`config.mk`:
```
export PLATFORM = sky130hd
export DESIGN_NAME = exmem_pipe_reg_flat
export DESIGN_NICKNAME = d
export VERILOG_FILES = /design/src/rtl/exmem_pipe_reg_if.sv /design/src/rtl/exmem_pipe_reg.sv /design/src/flat_wrapper.sv
export SDC_FILE = /design/constraint.sdc
export NUM_CORES = 1
export LEC_CHECK = 0
export CORE_MARGIN = 1.5
export CORE_UTILIZATION = 55
export CTS_CLUSTER_SIZE = 30
export DETAILED_ROUTE_END_ITERATION = 10
export DONT_BUFFER_PORTS = 1
export HOLD_SLACK_MARGIN = 0.15
export PLACE_DENSITY = 0.81
export SLEW_MARGIN = 30
export SYNTH_ARGS = -nofsm -noshare
export SYNTH_HDL_FRONTEND = slang
export SYNTH_SLANG_ARGS = --single-unit
```
`constraint.sdc`:
```
create_clock -name clk -period 3.5 [get_ports clk]
set_clock_uncertainty 0.1 [all_clocks]
set_input_delay 0.7 -clock clk [delete_from_list [all_inputs] [get_ports clk]]
set_output_delay 0.7 -clock clk [all_outputs]
set_load 0.05 [all_outputs]
```
`src/rtl/exmem_pipe_reg_if.sv`:
```
`default_nettype none
// ============================================================================
// Module   : exmem_pipe_reg_if
// Purpose  : EX->MEM stage bus: upstream valid/ready/payload from execute,
//            downstream valid/ready/payload toward memory.
// Revision : 1.0 - initial release
// ============================================================================
interface exmem_pipe_reg_if #(
  parameter int OPW   = 5,
  parameter int ADDRW = 7,
  parameter int DATAW = 32
);
  logic             in_valid;
  logic             in_ready;
  logic [OPW-1:0]   in_opcode;
  logic [ADDRW-1:0] in_addr;
  logic [DATAW-1:0] in_data;
  logic             out_valid;
  logic             out_ready;
  logic [OPW-1:0]   out_opcode;
  logic [ADDRW-1:0] out_addr;
  logic [DATAW-1:0] out_data;

  // Environment side: drives the execute payload and the memory-stage ready.
  modport master (
    output in_valid, in_opcode, in_addr, in_data, out_ready,
    input  in_ready, out_valid, out_opcode, out_addr, out_data
  );

  // Stage register side.
  modport slave (
    input  in_valid, in_opcode, in_addr, in_data, out_ready,
    output in_ready, out_valid, out_opcode, out_addr, out_data
  );
endinterface
`default_nettype wire

```
`src/rtl/exmem_pipe_reg.sv`:
```
`default_nettype none
// ============================================================================
// Module   : exmem_pipe_reg
// Purpose  : EX/MEM pipeline register with valid/ready flow control, a
//            one-entry skid buffer, flush and NOP bubble insertion.
// Revision : 1.0 - initial release
// ============================================================================
module exmem_pipe_reg #(
  parameter int             OPW        = 5,
  parameter int             ADDRW      = 7,
  parameter int             DATAW      = 32,
  parameter logic [OPW-1:0] NOP_OPCODE = '0
) (
  input  logic            clk,
  input  logic            rst,
  input  logic            flush,
  exmem_pipe_reg_if.slave bus
);

  // Encoding is {skid valid, main valid}; 2'b10 can never be reached.
  typedef enum logic [1:0] {
    ST_EMPTY = 2'b00,
    ST_ONE   = 2'b01,
    ST_FULL  = 2'b11
  } state_e;

  state_e           state_q, state_d;
  logic [OPW-1:0]   m_op_q,   m_op_d;
  logic [ADDRW-1:0] m_addr_q, m_addr_d;
  logic [DATAW-1:0] m_data_q, m_data_d;
  logic [OPW-1:0]   s_op_q,   s_op_d;
  logic [ADDRW-1:0] s_addr_q, s_addr_d;
  logic [DATAW-1:0] s_data_q, s_data_d;

  logic w_m_valid;
  logic w_in_ready;
  logic w_accept;

  // in_ready comes straight from the state flops, so out_ready never
  // reaches it combinationally.
  assign w_m_valid  = state_q[0];
  assign w_in_ready = (state_q != ST_FULL);
  assign w_accept   = bus.in_valid & w_in_ready;

  assign bus.in_ready   = w_in_ready;
  assign bus.out_valid  = w_m_valid;
  assign bus.out_opcode = w_m_valid ? m_op_q : NOP_OPCODE;
  assign bus.out_addr   = m_addr_q;
  assign bus.out_data   = m_data_q;

  // Next-state and payload steering; flush overrides everything but leaves
  // the payload registers untouched.
  always_comb begin
    state_d  = state_q;
    m_op_d   = m_op_q;
    m_addr_d = m_addr_q;
    m_data_d = m_data_q;
    s_op_d   = s_op_q;
    s_addr_d = s_addr_q;
    s_data_d = s_data_q;
    case (state_q)
      ST_EMPTY: begin
        if (w_accept) begin
          m_op_d   = bus.in_opcode;
          m_addr_d = bus.in_addr;
          m_data_d = bus.in_data;
          state_d  = ST_ONE;
        end
      end
      ST_ONE: begin
        if (w_accept && bus.out_ready) begin
          m_op_d   = bus.in_opcode;
          m_addr_d = bus.in_addr;
          m_data_d = bus.in_data;
        end else if (w_accept) begin
          s_op_d   = bus.in_opcode;
          s_addr_d = bus.in_addr;
          s_data_d = bus.in_data;
          state_d  = ST_FULL;
        end else if (bus.out_ready) begin
          state_d  = ST_EMPTY;
        end
      end
      ST_FULL: begin
        if (bus.out_ready) begin
          m_op_d   = s_op_q;
          m_addr_d = s_addr_q;
          m_data_d = s_data_q;
          state_d  = ST_ONE;
        end
      end
      default: state_d = ST_EMPTY;
    endcase
    if (flush) begin
      state_d  = ST_EMPTY;
      m_op_d   = m_op_q;
      m_addr_d = m_addr_q;
      m_data_d = m_data_q;
      s_op_d   = s_op_q;
      s_addr_d = s_addr_q;
      s_data_d = s_data_q;
    end
  end

  // State and payload registers with asynchronous clear.
  always_ff @(posedge clk or posedge rst) begin
    if (rst) begin
      state_q  <= ST_EMPTY;
      m_op_q   <= '0;
      m_addr_q <= '0;
      m_data_q <= '0;
      s_op_q   <= '0;
      s_addr_q <= '0;
      s_data_q <= '0;
    end else begin
      state_q  <= state_d;
      m_op_q   <= m_op_d;
      m_addr_q <= m_addr_d;
      m_data_q <= m_data_d;
      s_op_q   <= s_op_d;
      s_addr_q <= s_addr_d;
      s_data_q <= s_data_d;
    end
  end

endmodule
`default_nettype wire

```
`src/flat_wrapper.sv`:
```
// flat-port wrapper written by rule: the top's interface ports become plain ports
module exmem_pipe_reg_flat 
#(
  parameter int             OPW        = 5,
  parameter int             ADDRW      = 7,
  parameter int             DATAW      = 32,
  parameter logic [OPW-1:0] NOP_OPCODE = '0
)
  (clk, rst, flush, bus_in_valid, bus_in_opcode, bus_in_addr, bus_in_data, bus_out_ready, bus_in_ready, bus_out_valid, bus_out_opcode, bus_out_addr, bus_out_data);
  exmem_pipe_reg_if #(.OPW(OPW), .ADDRW(ADDRW), .DATAW(DATAW)) bus_i ();
  input  logic clk;
  input  logic rst;
  input  logic flush;
  input wire logic [$bits(bus_i.in_valid)-1:0] bus_in_valid;
  input wire logic [$bits(bus_i.in_opcode)-1:0] bus_in_opcode;
  input wire logic [$bits(bus_i.in_addr)-1:0] bus_in_addr;
  input wire logic [$bits(bus_i.in_data)-1:0] bus_in_data;
  input wire logic [$bits(bus_i.out_ready)-1:0] bus_out_ready;
  output wire logic [$bits(bus_i.in_ready)-1:0] bus_in_ready;
  output wire logic [$bits(bus_i.out_valid)-1:0] bus_out_valid;
  output wire logic [$bits(bus_i.out_opcode)-1:0] bus_out_opcode;
  output wire logic [$bits(bus_i.out_addr)-1:0] bus_out_addr;
  output wire logic [$bits(bus_i.out_data)-1:0] bus_out_data;
  assign bus_i.in_valid = bus_in_valid;
  assign bus_i.in_opcode = bus_in_opcode;
  assign bus_i.in_addr = bus_in_addr;
  assign bus_i.in_data = bus_in_data;
  assign bus_i.out_ready = bus_out_ready;
  assign bus_in_ready = bus_i.in_ready;
  assign bus_out_valid = bus_i.out_valid;
  assign bus_out_opcode = bus_i.out_opcode;
  assign bus_out_addr = bus_i.out_addr;
  assign bus_out_data = bus_i.out_data;
  exmem_pipe_reg #(.OPW(OPW), .ADDRW(ADDRW), .DATAW(DATAW), .NOP_OPCODE(NOP_OPCODE)) u_core (.clk(clk), .rst(rst), .flush(flush), .bus(bus_i));
endmodule
```
==> metrics.txt, run 1 <==
# TYPE chip_impl_metric gauge
chip_impl_metric{name="timing_worst_slew_pin_value",unit="ps"} 777
chip_impl_info{name="rsz_0062_raised_after_global_routing",value="no"} 1
chip_impl_metric{name="remaining_drc_errors",unit=""} 0
chip_impl_info{name="hold_path_class",value="in2async"} 1
chip_impl_metric{name="area_delta_synth_final",unit="%"} 6.85
chip_impl_metric{name="sequential_fraction_of_design_power",unit=""} 0.590
chip_impl_metric{name="floorplan.core_area",unit="µm²"} 7370
chip_impl_metric{name="worst_ir_drop_vdd",unit="µV"} 426
chip_impl_metric{name="numPortBuffers",unit=""} 0
chip_impl_metric{name="detailedRoute.firstPassIterationCount",unit=""} 4
chip_impl_metric{name="setup_tns",unit="ps"} 0
chip_impl_metric{name="synth_area",unit="µm²"} 4270
chip_impl_metric{name="clkLatencyLatePin",unit="ps"} 350
chip_impl_info{name="crit_path_start_kind",value="register"} 1
chip_impl_metric{name="first_global_vias",unit=""} 2289
chip_impl_metric{name="comb_power_share",unit=""} 0.254
chip_impl_metric{name="internal_power",unit="mW"} 2.61
chip_impl_metric{name="synthesis.instances",unit=""} 268
chip_impl_metric{name="fmax",unit="MHz"} 400
chip_impl_metric{name="ant_nets",unit=""} 0
chip_impl_metric{name="die_width",unit="µm"} 91.1
chip_impl_info{name="cp-end-kind",value="register"} 1
chip_impl_metric{name="worst-endpoint-required",unit="ps"} 3630
chip_impl_metric{name="die-area",unit="µm²"} 8300
chip_impl_metric{name="post_route_cells_drive_above_1_share",unit=""} 0.532
chip_impl_metric{name="slew_viol_final",unit=""} 0
chip_impl_metric{name="powerDensity",unit="nW/µm²"} 1000
chip_impl_metric{name="numClockSinks",unit=""} 90
chip_impl_info{name="worst_r2r_startpoint",value="u_core.state_q[0]"} 1
chip_impl_metric{name="r2r_worst_path_depth",unit=""} 6
chip_impl_metric{name="ys_warn_count",unit=""} 0
chip_impl_metric{name="fp.dieH",unit="µm"} 91.1
chip_impl_metric{name="row_count",unit=""} 31
chip_impl_metric{name="cts.path.max_buffers",unit=""} 2
chip_impl_metric{name="timing.critical_path.arrival",unit="ps"} 2630
chip_impl_metric{name="max-slew-margin-rel",unit=""} 0.481
chip_impl_metric{name="yosysUniqueCellTypes",unit=""} 23
chip_impl_info{name="commonest_non_fill_non_tap_cell_in_the_layout",value="sky130_fd_sc_hd__dfrtp_1"} 1
chip_impl_metric{name="period_needed",unit="ps"} 2500
chip_impl_metric{name="dr_total_vias",unit=""} 2156
chip_impl_metric{name="post_cts_hold_buffer_count",unit=""} 0
chip_impl_info{name="outcome",value="finished clean"} 1
chip_impl_info{name="timing.setup.critical_path_class",value="reg2reg"} 1
chip_impl_metric{name="cts-buffers-inserted",unit=""} 9
chip_impl_metric{name="postCtsSetupRepairBufs",unit=""} 0
chip_impl_metric{name="post-place-cells",unit=""} 361
chip_impl_metric{name="layout.area.seq",unit="µm²"} 2250
chip_impl_metric{name="p_total",unit="mW"} 4.58
chip_impl_metric{name="initial_utilization",unit=""} 0.580
chip_impl_metric{name="post_synthesis_mean_instance_area",unit="µm²"} 15.9
chip_impl_metric{name="maximum_number_of_pins_on_one_net_before_global_route_repair",unit=""} 47
chip_impl_info{name="clock_tree_from_tritoncts",value="done"} 1
chip_impl_metric{name="area_of_combinational_cells_with_multiple_inputs",unit="µm²"} 1880
chip_impl_metric{name="total_switching_power",unit="mW"} 1.97
chip_impl_metric{name="timing.final.crit_share",unit=""} 0.714
chip_impl_metric{name="overflow",unit=""} 0
chip_impl_info{name="layout_common_cells",value="90 x sky130_fd_sc_hd__dfrtp_1, 79 x sky130_fd_sc_hd__mux2_2, 40 x sky130_fd_sc_hd__mux2_4"} 1
chip_impl_metric{name="place.detailed.hpwl",unit="mm"} 4.90
chip_impl_metric{name="total_leakage_power",unit="nW"} 2.06
chip_impl_metric{name="antennaDiodeCount",unit=""} 0
chip_impl_info{name="clock_tree.root_cell",value="sky130_fd_sc_hd__clkbuf_8"} 1
chip_impl_metric{name="gp_congestion",unit=""} 0.805
chip_impl_info{name="critical_path.reg2reg.endpoint",value="u_core.bus.out_data[12]"} 1
chip_impl_metric{name="design.final.nets",unit=""} 327
chip_impl_metric{name="wire_length_of_the_first_global_routing_pass",unit="mm"} 12.0
chip_impl_metric{name="global_route.usage.total",unit=""} 0.186
chip_impl_metric{name="setup-violations-final",unit=""} 0
chip_impl_metric{name="max-cap-violations",unit=""} 0
chip_impl_metric{name="avgRoutedWirePerCell",unit="µm"} 19.2
chip_impl_metric{name="design.portCount",unit=""} 95
chip_impl_info{name="critPathCapture",value="u_core.bus.out_data[12]"} 1
chip_impl_info{name="worst_setup_path_startpoint",value="u_core.state_q[0]"} 1
chip_impl_metric{name="cts.reportedPaths.clkPinSlew",unit="ps"} 90
chip_impl_metric{name="number_of_antenna_violations_at_the_first_check_in_global_routing",unit=""} 0
chip_impl_metric{name="htree_levels",unit=""} 3
chip_impl_metric{name="synth_seq_area_share",unit=""} 0.527
chip_impl_metric{name="wirelength",unit="mm"} 7.23
chip_impl_metric{name="finalHoldViolCount",unit=""} 0
chip_impl_metric{name="critical_path_peak_fanout",unit=""} 25
chip_impl_metric{name="synth.net_count",unit=""} 322
chip_impl_metric{name="filler_cell_count",unit=""} 561
chip_impl_metric{name="clockPowerShare",unit=""} 0.156
chip_impl_metric{name="drtIter0Drc",unit=""} 62
chip_impl_metric{name="synth.ff_latch_count",unit=""} 90
chip_impl_metric{name="cts_repair_resize_count",unit=""} 0
chip_impl_metric{name="regToRegSetupSlack",unit="ps"} 1000
chip_impl_metric{name="sw_frac_of_total",unit=""} 0.430
chip_impl_metric{name="routed_via_density",unit=""} 5.72
chip_impl_metric{name="layoutNonFillerInstCount",unit=""} 377
how the worst min path moves through the flow:
stage / start / to / slack (ps) / cells past startpoint
after CTS: rst / u_core.bus.out_data[2] / 250 / 1
after floorplan: u_core.s_addr_q[6] / u_core.s_addr_q[6] / 350 / 1
after global placement: u_core.s_data_q[10] / u_core.s_data_q[10] / 360 / 1
after detailed placement: u_core.s_data_q[24] / u_core.s_data_q[24] / 370 / 1
after global routing: rst / u_core.bus.out_data[1] / 290 / 1
final: rst / u_core.bus.out_data[2] / 250 / 1
sequential cells by signal, indices dropped and copies added (netlist names):
name                 flops
u_core.bus.out_data     32
u_core.s_data_q         32
u_core.bus.out_addr      7
u_core.s_addr_q          7
u_core.m_op_q            5
u_core.s_op_q            5
u_core.state_q           2
metal layers:
layer  part of all wire  vias to the layer above  global-route usage
li1                   -                      962                   -
met1               0.43                     1128               0.243
met2               0.49                       56               0.293
met3              0.054                       10              0.0519
met4              0.018                        0              0.0768
met5                  0                        -                   0
stage by stage:
stage / hold WS (ps) / utilization / worst slack, ps / instance area (µm²)
after floorplan: 352 / - / 365 / 4270
after global placement: 361 / 0.592 / 1040 / 4360
after detailed placement: 373 / 0.592 / 955 / 4360
after CTS: 255 / 0.619 / 949 / 4560
after global routing: 295 / 0.619 / 854 / 4560
final: 248 / 0.619 / 1000 / 4560
cells in the mapped netlist, drive strengths merged:
cell type / number / area share
a21boi: 1 / 0.0018
and2: 5 / 0.0073
and3b: 1 / 0.0021
buf: 13 / 0.027
dfrtp: 90 / 0.53
ha: 5 / 0.015
inv: 6 / 0.0053
mux2: 132 / 0.38
mux2i: 2 / 0.0047
nand2: 1 / 0.00088
nand2b: 3 / 0.0050
nand4: 1 / 0.0050
nand4b: 1 / 0.0021
nor2: 1 / 0.00088
nor2b: 2 / 0.0029
nor3: 1 / 0.0038
o21ai: 1 / 0.0012
o2bb2ai: 1 / 0.0035
o31ai: 1 / 0.0018
power by group through the flow:
stage / combinational (mW) / clock, mW / sequential (mW)
floorplan: 1.04 / 0 / 2.63
global placement: 1.14 / 0 / 2.70
detailed placement: 1.19 / 0 / 2.73
CTS: 1.19 / 0.736 / 2.71
global route: 1.26 / 0.779 / 2.77
finish: 1.16 / 0.715 / 2.70
final cells by class:
class / instances / area share
timing repair buffer: 7 / 0.0170
clock inverter: 6 / 0.0143
multi-input combinational: 159 / 0.413
inverter: 6 / 0.00521
clock buffer: 10 / 0.0302
tap: 99 / 0.0271
sequential: 90 / 0.493
cells by family after synthesis:
logic type,Yosys count,synth area share
AOI/OAI and AO/OA,4,0.00820
adders and majority gates,5,0.0146
buffers and inverters,19,0.0322
DFF,90,0.527
muxes,134,0.388
and+or+nand+nor,16,0.0299
critical path, cell delays in order (launching register included):
cell and delay [ps]:
sky130_fd_sc_hd__dfrtp_1 440, sky130_fd_sc_hd__ha_2 220, sky130_fd_sc_hd__buf_4 230, sky130_fd_sc_hd__o2bb2ai_2 200, sky130_fd_sc_hd__nand4_4 470, sky130_fd_sc_hd__buf_12 380, sky130_fd_sc_hd__mux2_4 320
Power figures use the tool's default switching activity.
==> inputs of run 2 (changes only) <==
--- a/config.mk
+++ b/config.mk
@@ -11,7 +11,7 @@
 export DETAILED_ROUTE_END_ITERATION = 10
 export DONT_BUFFER_PORTS = 1
 export HOLD_SLACK_MARGIN = 0.15
-export PLACE_DENSITY = 0.81
+export PLACE_DENSITY = 0.84
 export SLEW_MARGIN = 30
 export SYNTH_ARGS = -nofsm -noshare
 export SYNTH_HDL_FRONTEND = slang
==> constraint.sdc (replaced) <==
create_clock -name clk -period 2.1 [get_ports clk]
set_clock_uncertainty 0.1 [all_clocks]
set_input_delay 0.42 -clock clk [delete_from_list [all_inputs] [get_ports clk]]
set_output_delay 0.42 -clock clk [all_outputs]
set_load 0.05 [all_outputs]
==> run 2 against run 1 <==
First-iteration DRC count down 9.7%. Maximum frequency up 23%. Utilization grew 7.9 points. Highest routed layer unchanged. Largest cell class unchanged. Critical endpoint is now u_core.s_data_q[21].
==> metrics.txt, run 2 (synthesis results as in run 1) <==
# TYPE chip_impl_metric gauge
chip_impl_info{name="outcome",value="finished clean"} 1
chip_impl_metric{name="antennaDiodeCount",unit=""} 0
chip_impl_metric{name="numPortBuffers",unit=""} 0
chip_impl_metric{name="first_global_vias",unit=""} 2673
chip_impl_metric{name="timing.critical_path.arrival",unit="ps"} 2150
chip_impl_metric{name="setup-violations-final",unit=""} 0
chip_impl_metric{name="wire_length_of_the_first_global_routing_pass",unit="mm"} 13.6
chip_impl_metric{name="die_width",unit="µm"} 91.1
chip_impl_metric{name="die-area",unit="µm²"} 8300
chip_impl_metric{name="overflow",unit=""} 0
chip_impl_metric{name="area_delta_synth_final",unit="%"} 20.4
chip_impl_metric{name="detailedRoute.firstPassIterationCount",unit=""} 6
chip_impl_metric{name="remaining_drc_errors",unit=""} 0
chip_impl_metric{name="worst_ir_drop_vdd",unit="µV"} 1030
chip_impl_metric{name="r2r_worst_path_depth",unit=""} 6
chip_impl_info{name="commonest_non_fill_non_tap_cell_in_the_layout",value="sky130_fd_sc_hd__dfrtp_1"} 1
chip_impl_metric{name="ant_nets",unit=""} 0
chip_impl_metric{name="place.detailed.hpwl",unit="mm"} 5.22
chip_impl_metric{name="routed_via_density",unit=""} 5.39
chip_impl_metric{name="max-cap-violations",unit=""} 0
chip_impl_metric{name="cts.reportedPaths.clkPinSlew",unit="ps"} 90
chip_impl_metric{name="timing.hold.worst_path_depth",unit=""} 3
chip_impl_metric{name="critical_path_peak_fanout",unit=""} 21
chip_impl_info{name="path_delay_family",value="flip-flops"} 1
chip_impl_metric{name="fmax",unit="MHz"} 493
chip_impl_info{name="crit_path_start_kind",value="register"} 1
chip_impl_metric{name="global_route.usage.total",unit=""} 0.211
chip_impl_metric{name="design.portCount",unit=""} 95
chip_impl_metric{name="initial_utilization",unit=""} 0.580
chip_impl_info{name="crit_chain",value="ha_2 -> nand2b_2 -> nor3_4 -> buf_4 -> buf_12 -> mux2_1"} 1
chip_impl_metric{name="maximum_number_of_pins_on_one_net_before_global_route_repair",unit=""} 39
chip_impl_info{name="layout_common_cells",value="89 x sky130_fd_sc_hd__dfrtp_1, 79 x sky130_fd_sc_hd__mux2_2, 46 x sky130_fd_sc_hd__dlygate4sd3_1"} 1
chip_impl_metric{name="max-slew-margin-rel",unit=""} 0.567
chip_impl_metric{name="avgRoutedWirePerCell",unit="µm"} 18.9
chip_impl_info{name="clock_tree_from_tritoncts",value="done"} 1
chip_impl_metric{name="drtIter0Drc",unit=""} 56
chip_impl_metric{name="period_needed",unit="ps"} 2030
chip_impl_metric{name="total_leakage_power",unit="nW"} 2.29
chip_impl_metric{name="cts.path.max_buffers",unit=""} 2
chip_impl_info{name="worst_path_max_delay_cell",value="sky130_fd_sc_hd__dfrtp_2"} 1
chip_impl_metric{name="worst-endpoint-required",unit="ps"} 2220
chip_impl_metric{name="worst_path_largest_cell_delay",unit="ps"} 470
chip_impl_metric{name="finalHoldViolCount",unit=""} 0
chip_impl_metric{name="dr_total_vias",unit=""} 2313
chip_impl_metric{name="post_route_cells_drive_above_1_share",unit=""} 0.470
chip_impl_metric{name="numClockSinks",unit=""} 90
chip_impl_metric{name="clkLatencyLatePin",unit="ps"} 350
chip_impl_metric{name="wirelength",unit="mm"} 8.11
chip_impl_metric{name="gp_congestion",unit=""} 0.738
chip_impl_metric{name="critical_path.n_buffers_inverters",unit=""} 2
chip_impl_metric{name="floorplan.core_area",unit="µm²"} 7370
chip_impl_metric{name="row_count",unit=""} 31
chip_impl_metric{name="timing_worst_slew_pin_value",unit="ps"} 649
chip_impl_metric{name="powerDensity",unit="nW/µm²"} 1510
chip_impl_metric{name="timing.final.crit_share",unit=""} 0.965
chip_impl_metric{name="slew_viol_final",unit=""} 0
chip_impl_metric{name="setup_tns",unit="ps"} 0
chip_impl_metric{name="critical_path_cell_count",unit=""} 6
chip_impl_info{name="hold_path_class",value="in2reg"} 1
chip_impl_metric{name="htree_levels",unit=""} 3
chip_impl_metric{name="fp.dieH",unit="µm"} 91.1
chip_impl_metric{name="cts-buffers-inserted",unit=""} 9
chip_impl_metric{name="number_of_antenna_violations_at_the_first_check_in_global_routing",unit=""} 0
chip_impl_metric{name="p_total",unit="mW"} 7.77
chip_impl_info{name="clock_tree.root_cell",value="sky130_fd_sc_hd__clkbuf_8"} 1
chip_impl_info{name="timing.setup.critical_path_class",value="reg2reg"} 1
chip_impl_info{name="cp-end-kind",value="register"} 1
chip_impl_metric{name="design.final.nets",unit=""} 379
run 2: metrics by stage:
| step | setup WS [ps] | hold slack (ps) | area [µm²] | util | instances |
|---|---|---|---|---|---|
| floorplan | 17.9 | 352 | 4280 | - | 268 |
| global placement | 159 | 298 | 4440 | 0.602 | 364 |
| detailed placement | 81.0 | 309 | 4440 | 0.602 | 364 |
| CTS | 22.2 | 224 | 5100 | 0.692 | 426 |
| global route | -0.414 | 219 | 5140 | 0.698 | 429 |
| finish | 73.3 | 233 | 5140 | 0.698 | 429 |
run 2: timing repair:
item | 4_1_cts | 5_1_grt
gates resized for setup | 1 | 2
buffers inserted | 0 | 2
cloned | 0 | 1
endpoints found under the setup margin | 1 | 12
hold buffers | 46 | 0
hold endpoints to repair | 71 | 0
run 2: worst register-to-register path, delay by kind of cell (launching register included):
kind	cells	cell delay (ps)
and+or+nand+nor	2	400
adders and majority gates	1	250
DFF	1	470
buffers and inverters	2	340
muxes	1	350
run 2: routing by layer:
layer	up-vias	share of wire	track usage
li1	1062	-	-
met1	1192	0.42	0.260
met2	55	0.53	0.363
met3	4	0.042	0.0603
met4	0	0.0067	0.0534
met5	-	0	0
run 2: layout make-up:
| type | instances | area, µm² |
|---|---|---|
| Sequential cell | 90 | 2250 |
| Fill cell | 498 | 2220 |
| Multi-Input combinational cell | 159 | 1890 |
| Timing Repair Buffer | 59 | 654 |
| Clock buffer | 12 | 145 |
| Tap cell | 99 | 124 |
| Clock inverter | 4 | 51.3 |
| Inverter | 6 | 30.0 |
run 2: worst paths after layout:
path                                      from                  end  slack (ps)
max in group asynchronous                  rst  u_core.s_data_q[23]         760
min reg2reg                u_core.s_data_q[25]  u_core.s_data_q[25]         390
max reg2reg                  u_core.state_q[0]  u_core.s_data_q[21]          70
min                                      flush    u_core.state_q[0]         230
min in group asynchronous                  rst  u_core.s_data_q[15]         550
max                          u_core.state_q[0]  u_core.s_data_q[21]          70
run 2: power breakdown:
part	internal [mW]	total [mW]	switching, mW
Combinational	1.30	2.10	0.798
Clock	0.584	1.16	0.576
Sequential	2.58	4.51	1.93
==> inputs of run 3 (changes only) <==
--- a/config.mk
+++ b/config.mk
@@ -12,7 +12,6 @@
 export DONT_BUFFER_PORTS = 1
 export HOLD_SLACK_MARGIN = 0.15
 export PLACE_DENSITY = 0.84
-export SLEW_MARGIN = 30
 export SYNTH_ARGS = -nofsm -noshare
 export SYNTH_HDL_FRONTEND = slang
 export SYNTH_SLANG_ARGS = --single-unit
==> results of run 3 <==
Same layout as run 2: the final DEF is identical, and so are final timing and power.
